`src/rtl/atmega_io_bus_master.sv`:
```
// Command-driven initiator for the mega IO register bus: write, read and poll-until-match.
// Latency: write responds 2 cycles after accept; read/poll responds RD_LATENCY+3 cycles after accept per read.
// Backpressure: cmd_ready is high only in IDLE; one command in flight, one rsp_valid pulse per command.
//
// Ports:
//   clk, rst                 clock and synchronous active-high reset
//   cmd_valid/cmd_ready      command handshake; cmd_op 00 write, 01 read, 10 poll, 11 read
//   cmd_addr/data/mask       register address, write data or poll compare value, poll mask
//   rsp_valid/data/timeout   one-cycle response pulse; data and timeout flag hold until next response
//   io_addr/wr/rd/dout/din   peripheral bus (addr, wr, rd, bus_in, bus_out)
module atmega_io_bus_master #(
    parameter int BUS_ADDR_DATA_LEN = 6,
    parameter int RD_LATENCY        = 1,
    parameter int POLL_INTERVAL     = 4,
    parameter int POLL_TIMEOUT      = 1024
) (
    input  logic                         clk,
    input  logic                         rst,
    input  logic                         cmd_valid,
    output logic                         cmd_ready,
    input  logic [1:0]                   cmd_op,
    input  logic [BUS_ADDR_DATA_LEN-1:0] cmd_addr,
    input  logic [7:0]                   cmd_data,
    input  logic [7:0]                   cmd_mask,
    output logic                         rsp_valid,
    output logic [7:0]                   rsp_data,
    output logic                         rsp_timeout,
    output logic [BUS_ADDR_DATA_LEN-1:0] io_addr,
    output logic                         io_wr,
    output logic                         io_rd,
    output logic [7:0]                   io_dout,
    input  logic [7:0]                   io_din
);

    localparam logic [1:0] OP_WRITE = 2'b00;
    localparam logic [1:0] OP_POLL  = 2'b10;

    // Terminal values for the shared wait counter; only used when the
    // corresponding length is non-zero, so the clamp to 0 is never observed.
    localparam logic [7:0]  RD_LAST     = 8'((RD_LATENCY > 0) ? RD_LATENCY - 1 : 0);
    localparam logic [7:0]  GAP_LAST    = 8'((POLL_INTERVAL > 0) ? POLL_INTERVAL - 1 : 0);
    localparam logic [15:0] TIMEOUT_CNT = 16'(POLL_TIMEOUT);

    typedef enum logic [2:0] {
        S_IDLE,
        S_WR,
        S_RD,
        S_RD_WAIT,
        S_CMP,
        S_GAP,
        S_RESP
    } state_t;

    state_t                         state_q, state_d;
    logic [BUS_ADDR_DATA_LEN-1:0]   addr_q, addr_d;
    logic [7:0]                     dout_q, dout_d;      // write data and poll compare value
    logic [7:0]                     mask_q, mask_d;
    logic [1:0]                     op_q, op_d;
    logic [7:0]                     din_q, din_d;        // captured read data
    logic [7:0]                     wait_cnt_q, wait_cnt_d;
    logic [15:0]                    poll_cnt_q, poll_cnt_d;
    logic [7:0]                     rsp_data_q, rsp_data_d;
    logic                           rsp_to_q, rsp_to_d;

    logic [15:0]                    poll_cnt_inc;
    logic                           poll_match;

    assign poll_cnt_inc = poll_cnt_q + 16'd1;
    assign poll_match   = ((din_q & mask_q) == (dout_q & mask_q));

    always_comb begin
        state_d    = state_q;
        addr_d     = addr_q;
        dout_d     = dout_q;
        mask_d     = mask_q;
        op_d       = op_q;
        din_d      = din_q;
        wait_cnt_d = wait_cnt_q;
        poll_cnt_d = poll_cnt_q;
        rsp_data_d = rsp_data_q;
        rsp_to_d   = rsp_to_q;

        case (state_q)
            S_IDLE: begin
                if (cmd_valid) begin
                    addr_d     = cmd_addr;
                    dout_d     = cmd_data;
                    mask_d     = cmd_mask;
                    op_d       = cmd_op;
                    poll_cnt_d = 16'd0;
                    wait_cnt_d = 8'd0;
                    state_d    = (cmd_op == OP_WRITE) ? S_WR : S_RD;
                end
            end

            S_WR: begin
                rsp_data_d = 8'h00;
                rsp_to_d   = 1'b0;
                state_d    = S_RESP;
            end

            S_RD: begin
                // Zero-latency peripherals present data in the strobe cycle itself.
                if (RD_LATENCY == 0) begin
                    din_d   = io_din;
                    state_d = S_CMP;
                end else begin
                    wait_cnt_d = 8'd0;
                    state_d    = S_RD_WAIT;
                end
            end

            S_RD_WAIT: begin
                if (wait_cnt_q == RD_LAST) begin
                    din_d   = io_din;
                    state_d = S_CMP;
                end else begin
                    wait_cnt_d = wait_cnt_q + 8'd1;
                end
            end

            S_CMP: begin
                // Plain reads pass through CMP too, so read and poll share one timing.
                if (op_q != OP_POLL || poll_match) begin
                    rsp_data_d = din_q;
                    rsp_to_d   = 1'b0;
                    state_d    = S_RESP;
                end else begin
                    poll_cnt_d = poll_cnt_inc;
                    if (poll_cnt_inc == TIMEOUT_CNT) begin
                        rsp_data_d = din_q;
                        rsp_to_d   = 1'b1;
                        state_d    = S_RESP;
                    end else if (POLL_INTERVAL == 0) begin
                        state_d = S_RD;
                    end else begin
                        wait_cnt_d = 8'd0;
                        state_d    = S_GAP;
                    end
                end
            end

            S_GAP: begin
                if (wait_cnt_q == GAP_LAST) begin
                    state_d = S_RD;
                end else begin
                    wait_cnt_d = wait_cnt_q + 8'd1;
                end
            end

            S_RESP: begin
                state_d = S_IDLE;
            end

            default: begin
                state_d = S_IDLE;
            end
        endcase
    end

    always_ff @(posedge clk) begin
        if (rst) begin
            state_q    <= S_IDLE;
            addr_q     <= '0;
            dout_q     <= 8'h00;
            mask_q     <= 8'h00;
            op_q       <= 2'b00;
            din_q      <= 8'h00;
            wait_cnt_q <= 8'd0;
            poll_cnt_q <= 16'd0;
            rsp_data_q <= 8'h00;
            rsp_to_q   <= 1'b0;
        end else begin
            state_q    <= state_d;
            addr_q     <= addr_d;
            dout_q     <= dout_d;
            mask_q     <= mask_d;
            op_q       <= op_d;
            din_q      <= din_d;
            wait_cnt_q <= wait_cnt_d;
            poll_cnt_q <= poll_cnt_d;
            rsp_data_q <= rsp_data_d;
            rsp_to_q   <= rsp_to_d;
        end
    end

    // Strobes decode straight from state, so each lasts exactly one state cycle
    // and a reset drops them in the cycle after it is sampled.
    assign cmd_ready   = (state_q == S_IDLE);
    assign io_wr       = (state_q == S_WR);
    assign io_rd       = (state_q == S_RD);
    assign rsp_valid   = (state_q == S_RESP);
    assign io_addr     = addr_q;
    assign io_dout     = dout_q;
    assign rsp_data    = rsp_data_q;
    assign rsp_timeout = rsp_to_q;

endmodule

```
`config.mk`:
```
export PLATFORM = sky130hd
export DESIGN_NAME = atmega_io_bus_master
export DESIGN_NICKNAME = d
export VERILOG_FILES = /design/src/rtl/atmega_io_bus_master.sv
export SDC_FILE = /design/constraint.sdc
export NUM_CORES = 1
export LEC_CHECK = 0
export ABC_AREA = 1
export CORE_MARGIN = 2
export CORE_UTILIZATION = 58
export CTS_BUF_LIST = sky130_fd_sc_hd__clkbuf_8
export DETAILED_ROUTE_END_ITERATION = 10
export PLACE_DENSITY = 0.84
export SLEW_MARGIN = 20
export SYNTH_ARGS = -nofsm -noshare
export SYNTH_HDL_FRONTEND = slang
export SYNTH_SLANG_ARGS = --single-unit
```
`constraint.sdc`:
```
create_clock -name clk -period 4 [get_ports clk]
set_input_delay 1 -clock clk [delete_from_list [all_inputs] [get_ports clk]]
set_output_delay 1 -clock clk [all_outputs]
set_load 0.01 [all_outputs]
```
# Yosys cells after proc, flatten, opt, wreduce, memory -nomap -nowiden
# Cells that the tools add are included.
dict set report word_totals {
  register_bits 68
  input_bits 35
  output_inout_bits 27
}
dict set report op_classes {
  add_sub_neg 2
  eq_ne 18
  n_mux 22
  n_bitwise 2
  n_reduce_logical 13
}
# cell count
set op_table {}
lappend op_table {{$mux 8} 7}
lappend op_table {{$pmux 8 s5} 1}
lappend op_table {{$mux 16} 2}
lappend op_table {{$pmux 16 s2} 1}
lappend op_table {{$pmux 3 s6} 1}
lappend op_table {{$add 16x1->16 const B} 1}
lappend op_table {{$and 8x8->8} 2}
lappend op_table {{$eq 16x11->1 const B} 1}
lappend op_table {{$ne 2x2->1 const B} 8}
lappend op_table {{$pmux 8 s2} 1}
lappend op_table {{$eq 3x3->1 const B} 3}
lappend op_table {{$mux 3} 3}
lappend op_table {{$add 8x1->8 const B} 1}
lappend op_table {{$eq 8x2->1 const B} 1}
lappend op_table {{$eq 8x8->1} 1}
lappend op_table {{$logic_not 8->1} 1}
lappend op_table {{$eq 3x2->1 const B} 2}
lappend op_table {{$mux 2} 3}
lappend op_table {{$reduce_and 2->1} 3}
lappend op_table {{$reduce_and 3->1} 2}
lappend op_table {{$reduce_and 6->1} 1}
lappend op_table {{$reduce_bool 5->1} 1}
lappend op_table {{$reduce_bool 2->1} 2}
lappend op_table {{$eq 3x1->1 const B} 1}
lappend op_table {{6 further kinds} 7}

# Logic depth before layout (Yosys ltp)
# Gate-level depths: netlist of run 1.
dict set report depth {
  word_depth 5
  depth_mapped 17
}

# Worst setup path before layout of run 1
# OpenSTA, ideal clock, no wires.
dict set report synth_path {
  kind {input -> register}
  startpoint {input port cmd_valid}
  endpoint {register wait_cnt_q[3]}
  arrival_time_ns 2.071
  setup_slack_ns 1.797
  path_stages 8
  path_buffers 1
  path_cell_list {buf_1 -> inv_1 -> nand2_1 -> nand3_1 -> a211oi_1 -> nand2_2 -> nand2_1 -> a21oi_1}
}
dict set report synth_between {
  elab_chain_len 2
}
# element line
set synth_lines {}
lappend synth_lines {{from (decl)} 19} ;# input logic cmd_valid,
lappend synth_lines {{$ne 2x2->1 (no source line)} n/a}
lappend synth_lines {{$reduce_and 6->1 (no source line)} n/a}
lappend synth_lines {{to (signal assigned)} 180} ;# wait_cnt_q <= wait_cnt_d;
lappend synth_lines {{to (decl)} 60} ;# logic [7:0] wait_cnt_q, wait_cnt_d;
# Every way passes these cells.
# A chain may end at the register's enable or synchronous reset.

# Worst setup path after layout of run 1
dict set report layout_path {
  startpoint {register state_q[0]}
  endpoint {output port io_wr}
}
dict set report layout_between {
  elab_chain_len 1
}
# element line
set layout_lines {}
lappend layout_lines {{from (decl)} 54} ;# state_t state_q, state_d;
lappend layout_lines {{from (signal assigned)} 174} ;# state_q <= state_d;
lappend layout_lines {{$eq 3x1->1} 190} ;# assign io_wr = (state_q == S_WR);
lappend layout_lines {{to (decl)} 29} ;# output logic io_wr,
# Every way passes these cells.

==> summary.md, run 1 <==
| Metric | Value |
|---|---|
| Final Routed Wirelength | 8.133 mm |
| Crit path cell chain | inv_1 -> nor2_1 -> nand2_1 -> inv_1 -> clkdlybuf4s50_1 |
| Synth cell types | 28 |
| Most frequent CP cell | inv_1 |
| Antenna violations before repair | 0 |
| CTS Sinks | 68 |
| Via/cell ratio | 5.256 |
| CTS Root Cell | clkbuf_8 |
| CTS H-Tree Depth | 3 |
| Hold/Removal Path Class | reg -> reg |
| Period minus WS final | 3114 ps |
| Layout cell share with drive strength beyond 1 | 0.05172 |
| Total track usage | 0.2747 |
| TritonCTS clock tree | yes |
| Antenna-violating nets left | 0 |
| Critical Path Source Type | register |
| Worst Path Arrival | 2110 ps |
| Starting Density | 0.6103 |
| Area growth syn-to-layout | 24.86% |
| Layout Cells excl Fill | 652 |
| IO buf count | 61 |
| Largest net degree at the start of global routing | 35 |
| GP Congestion | 0.8637 |
| CP Capture Type | output port |
| Slew HR | 0.5274 |
| HPWL after DPL | 5.624 mm |
| I/O pins | 62 |
| Count of pins over their slew limit | 0 |
| Top routing layer in use | met4 |
| Met2 wire length | 3.981 mm |
| Top FF cell, synth | dfxtp_1 |
| Peak supply drop | 0.0003597 V |
| Number of CTS-inserted buffers | 9 |
| Met1 wire length | 3.562 mm |
| Die Wd | 80.59 um |
| Mapped Area | 3402 um2 |
| Setup bufs post-CTS | 0 |
| Clock-pin slew on the worst setup and hold paths | 80 ps |
| Asr flop ratio synth | 0 |
| Site row count | 27 |
| Syn Area/Cell | 6.555 um2 |
| Sequential area share after synthesis | 0.4001 |
| Max-Cap Viols | 0 |
| Crit share post-route | 0.7784 |
| CP max stage cell | clkdlybuf4s50_1 |
| Longest Clk Path Bufs | 2 |
| Vias in the first global route | 3245 |
| Post-CTS sizing | 0 |
| GRT overflow | 0 |
| Worst-Margin Slew | 706.7 ps |
| Core ar. | 5574 um2 |
| RSZ-0062 raised after global routing | false |
| PD cells | 512.4 nW/um2 |
| Syn_nets | 558 |
| CP top delay family | buffers and inverters |
| Diode count | 0 |
| Setup Skew | 6.500 ps |
| Buf+Inv Stages, Crit Path | 3 |
| Gate count after technology mapping | 519 |
| Hold Buf Count CTS | 0 |
| DRC viols | 0 |
| Synth Register Bits | 68 |
| # setup viols final | 0 |
| DIE AREA | 6494 um2 |
| Detailed Routing Iterations Pass 1 | 4 |
| Critical path peak fanout | 11 |
| Static Leak | 1.602 nW |
| Global-route wire length before repair | 13.83 mm |
| Height of the die | 80.59 um |
| Setup_tns | 0 ps |
| Number of synthesized flops with an enable pin | 0 |
| Nets | 614 |
| Initial drt markers | 162 |
| Setup CP Type | reg -> out |
| Req. time, crit path | 3000 ps |
| Status | completed |
| Yosys Warn Count | 0 |
| Detailed-route via count | 3427 |
| Met3 WL | 451 um |
| Max Fclk | 321.2 MHz |
| Max incr delay on CP | 580 ps |
| Clk Latency, worst-skew pair | 340 ps |
| Fin. Hold Viols | 0 |
| Placed Cells | 636 |
| WL/cell | 12.47 um |
-- sequential cells by signal, summed over array words and instances (netlist names) --
name,cells
mask_q,8
state_q,3
op_q,2
io_addr,6
poll_cnt_q,16
din_q,8
wait_cnt_q,8
rsp_timeout,1
io_dout,8
rsp_data,8
-- worst min-delay path: stages (launching register included) --
cell and delay, ps:
dfxtp_1 300, inv_1 60, a21oi_1 50
-- routing by layer --
metal / vias to the layer above / track usage
met1: 1541 / 0.3254
met3: 12 / 0.06180
met5: - / 0
met4: 0 / 0.1153
met2: 91 / 0.4758
li1: 1783 / -
-- area by class of cell --
type                    count  area, um2
inverters                  60      225.2
multi-input cells         371       1728
well taps                  72      90.09
fillers                   458       1326
repair buffers             65      640.6
clock buffers              11      151.4
clock inverters             5      51.30
flip-flops and latches     68       1361
-- placed cells by master (no fill, tap or decap), drive strengths merged --
master and count:
nand4 6, clkbuf 11, o21ai 29, clkdlybuf4s50 61
xor2 1, clkinv 2, and2 1, nor3 7
o21bai 3, buf 4, clkinvlp 1, a31o 1
inv 61, a211oi 2, bufinv 1, a21oi 73
nand3 47, or2 1, nor2 46, nand2 147
ha 4, dfxtp 68, mux2i 1, nor3b 2
-- worst paths after layout --
check        startpoint  cells past startpoint              to  slack, ps
max          state_q[0]                      5           io_wr        890
max reg2reg  io_dout[6]                     12  poll_cnt_q[13]       1620
min reg2reg   mask_q[2]                      2       mask_q[2]        450
min           mask_q[2]                      2       mask_q[2]        450
-- cell usage after synthesis, types with 2 or more instances --
cell type  instances  area share
nand2_1          143        0.16
a21oi_1           73        0.11
dfxtp_1           68        0.40
inv_1             60       0.066
nand3_1           47       0.069
nor2_1            41       0.045
o21ai_0           28       0.041
clkbuf_1          14       0.015
nor3_1             7       0.010
nand4_1            6       0.011
ha_1               4       0.015
buf_1              3      0.0033
nor2_2             3      0.0055
o21bai_1           3      0.0066
a211oi_1           2      0.0044
nand2_2            2      0.0037
nand2_4            2      0.0066
nor2_4             2      0.0066
nor3b_1            2      0.0044
-- where the power goes --
group | internal (W) | total, W | switching, W
sequential | 0.000779 | 0.000843 | 0.0000641
clock | 0.000318 | 0.000581 | 0.000263
combinational | 0.000291 | 0.000752 | 0.000461
total | 0.00139 | 0.00218 | 0.000788
-- kinds of logic after synthesis --
| group | Yosys count | synth area share |
|---|---|---|
| xor gates and xnor gates | 1 | 0.002575 |
| buffers and inverters | 80 | 0.09195 |
| DFF | 68 | 0.4001 |
| adders and majority gates | 4 | 0.01471 |
| and+or+nand+nor | 257 | 0.3240 |
| AOI/OAI and AO/OA | 108 | 0.1637 |
| muxes | 1 | 0.002942 |
-- through the flow --
stage / hold slack, ps / utilization / power [W] / instance area, um2 / setup WS, ps
2_1_floorplan: 430.1 / - / 0.001326 / 3402 / 1797
3_3_place_gp: 440.3 / 0.7257 / 0.001580 / 4045 / 1203
3_5_place_dp: 445.9 / 0.7257 / 0.001596 / 4045 / 1123
4_1_cts: 458.3 / 0.7621 / 0.002182 / 4248 / 867.6
5_1_grt: 482.2 / 0.7621 / 0.002313 / 4248 / 762.8
6_report: 455.0 / 0.7621 / 0.002176 / 4248 / 886.4
No activity file was read; power rests on OpenSTA's default activity.
==> inputs of run 2 (changes only) <==
--- a/config.mk
+++ b/config.mk
@@ -7,10 +7,10 @@
 export LEC_CHECK = 0
 export ABC_AREA = 1
 export CORE_MARGIN = 2
-export CORE_UTILIZATION = 58
+export CORE_UTILIZATION = 54
 export CTS_BUF_LIST = sky130_fd_sc_hd__clkbuf_8
 export DETAILED_ROUTE_END_ITERATION = 10
-export PLACE_DENSITY = 0.84
+export PLACE_DENSITY = 0.79
 export SLEW_MARGIN = 20
 export SYNTH_ARGS = -nofsm -noshare
 export SYNTH_HDL_FRONTEND = slang
==> constraint.sdc (replaced) <==
create_clock -name clk -period 3 [get_ports clk]
set_input_delay 0.75 -clock clk [delete_from_list [all_inputs] [get_ports clk]]
set_output_delay 0.75 -clock clk [all_outputs]
set_load 0.01 [all_outputs]
==> summary.md, run 2 (synthesis results as in run 1) <==
| Metric | Value |
|---|---|
| Status | completed |
| Slew HR | 0.6233 |
| Antenna-violating nets left | 0 |
| # setup viols final | 0 |
| I/O pins | 62 |
| Fin. Hold Viols | 0 |
| CP Capture Type | output port |
| Longest Clk Path Bufs | 2 |
| Detailed Routing Iterations Pass 1 | 4 |
| Hold Path End | io_addr[1] |
| Critical path peak fanout | 11 |
| PD cells | 670.9 nW/um2 |
| Number of CTS-inserted buffers | 9 |
| Post-Place Worst Slack | 562.9 ps |
| CTS Sinks | 68 |
| Most common cell after layout, fill and taps aside | nand2_1 |
| Peak supply drop | 0.0004697 V |
| Reg-to-reg endpoint | wait_cnt_q[1] |
| Layout cell share with drive strength beyond 1 | 0.05155 |
| Max-Cap Viols | 0 |
| Clk Latency, worst-skew pair | 350 ps |
| Die Wd | 83.37 um |
| Detailed-route via count | 3363 |
| Final instance area | 4255 um2 |
| Commonest cells after routing, fill and taps aside | 143 x nand2_1, 73 x a21oi_1, 68 x dfxtp_1, 63 x inv_1, 61 x clkdlybuf4s50_1 |
| R2R depth | 16 |
| Hold/Removal Path Class | reg -> reg |
| Req. time, crit path | 2250 ps |
| Hold slack | 461.9 ps |
| RR Startpoint | poll_cnt_q[1] |
| Flop2flop setup slack | 740 ps |
| Period minus WS final | 2633 ps |
| Number of cells on the worst hold path | 2 |
| GP Congestion | 0.8745 |
| Global-route wire length before repair | 13.77 mm |
| Static Leak | 1.616 nW |
| Clock-pin slew on the worst setup and hold paths | 60 ps |
| Worst-Margin Slew | 561.6 ps |
| CTS H-Tree Depth | 3 |
| Vias in the first global route | 3212 |
| Crit share post-route | 0.8776 |
| Setup bufs post-CTS | 0 |
| Critical Path Source Type | register |
| Starting Density | 0.5679 |
| Diode count | 0 |
| Post-CTS sizing | 0 |
| Total track usage | 0.2394 |
| Hold_sp | io_addr[1] |
| Initial drt markers | 126 |
| Filler cells | 523 |
| Site row count | 28 |
| Nets | 617 |
| Setup_tns | 0 ps |
| Max Fclk | 379.8 MHz |
| HPWL after DPL | 5.691 mm |
| Top reg by flops | poll_cnt_q |
| GRT overflow | 0 |
| Final Routed Wirelength | 8.063 mm |
| DRC viols | 0 |
| Worst Path Arrival | 1880 ps |
| WL/cell | 12.27 um |
| Count of pins over their slew limit | 0 |
| Max reg flops | 16 |
| Largest net degree at the start of global routing | 35 |
| Hold Buf Count CTS | 0 |
| Post-route setup slack | 367.2 ps |
| Via/cell ratio | 5.119 |
| Core ar. | 5991 um2 |
| CTS Root Cell | clkbuf_8 |
| Antenna violations before repair | 0 |
| DIE AREA | 6951 um2 |
| Height of the die | 83.37 um |
| TritonCTS clock tree | yes |
| IO buf count | 61 |
| RSZ-0062 raised after global routing | false |
| Area growth syn-to-layout | 25.08% |
| Setup CP Type | reg -> out |
| DP Area | 4071 um2 |
| Setup Skew | 8.947 ps |
run 2: cell types whose count changed in the layout (fill, tap and decap cells not counted), sizes merged:
cell,change
clkinvlp,-1
inv,+2
buf,+3
clkinv,-1
clkbuf,-1
run 2: how the worst max path moves through the flow:
stage,cells after the start,slack (ps),startpoint,endpoint
2_1_floorplan,8,1050,cmd_valid,wait_cnt_q[3]
6_report,6,370,state_q[0],io_wr
5_1_grt,6,190,state_q[0],io_wr
4_1_cts,6,350,state_q[0],io_wr
3_3_place_gp,8,640,cmd_valid,wait_cnt_q[7]
3_5_place_dp,8,560,cmd_valid,wait_cnt_q[0]
run 2: through the flow:
step	utilization	power, W	std cells
5_1_grt	0.7103	0.003038	657
2_1_floorplan	-	0.001768	519
4_1_cts	0.7103	0.002869	657
3_5_place_dp	0.6796	0.002142	642
3_3_place_gp	0.6796	0.002119	642
6_report	0.7103	0.002855	657
run 2: routing by layer:
layer / track usage / vias to the layer above / routed length (um)
met1: 0.2808 / 1461 / 3566
met3: 0.06362 / 22 / 440
met2: 0.3988 / 85 / 3818
met5: 0 / - / 0
li1: - / 1795 / -
met4: 0.1267 / 0 / 238
run 2: cell type report:
type | instances | area, um2 | area share
clock buffers | 10 | 137.6 | 0.03234
clock inverters | 5 | 46.29 | 0.01088
well taps | 75 | 93.84 | 0.02205
inverters | 60 | 225.2 | 0.05293
repair buffers | 68 | 663.1 | 0.1558
flip-flops and latches | 68 | 1361 | 0.3199
multi-input cells | 371 | 1728 | 0.4061
run 2: critical path: stages, from the launching register on:
cell and delay, ps:
dfxtp_1 360, inv_1 70, nor2_1 200, nand2_1 80, buf_4 180, inv_1 90
clkdlybuf4s50_1 560
run 2: where the power goes:
part	switching [W]	internal [W]
Combinational	0.000612	0.000395
Clock	0.000334	0.000392
Sequential	0.0000830	0.00104
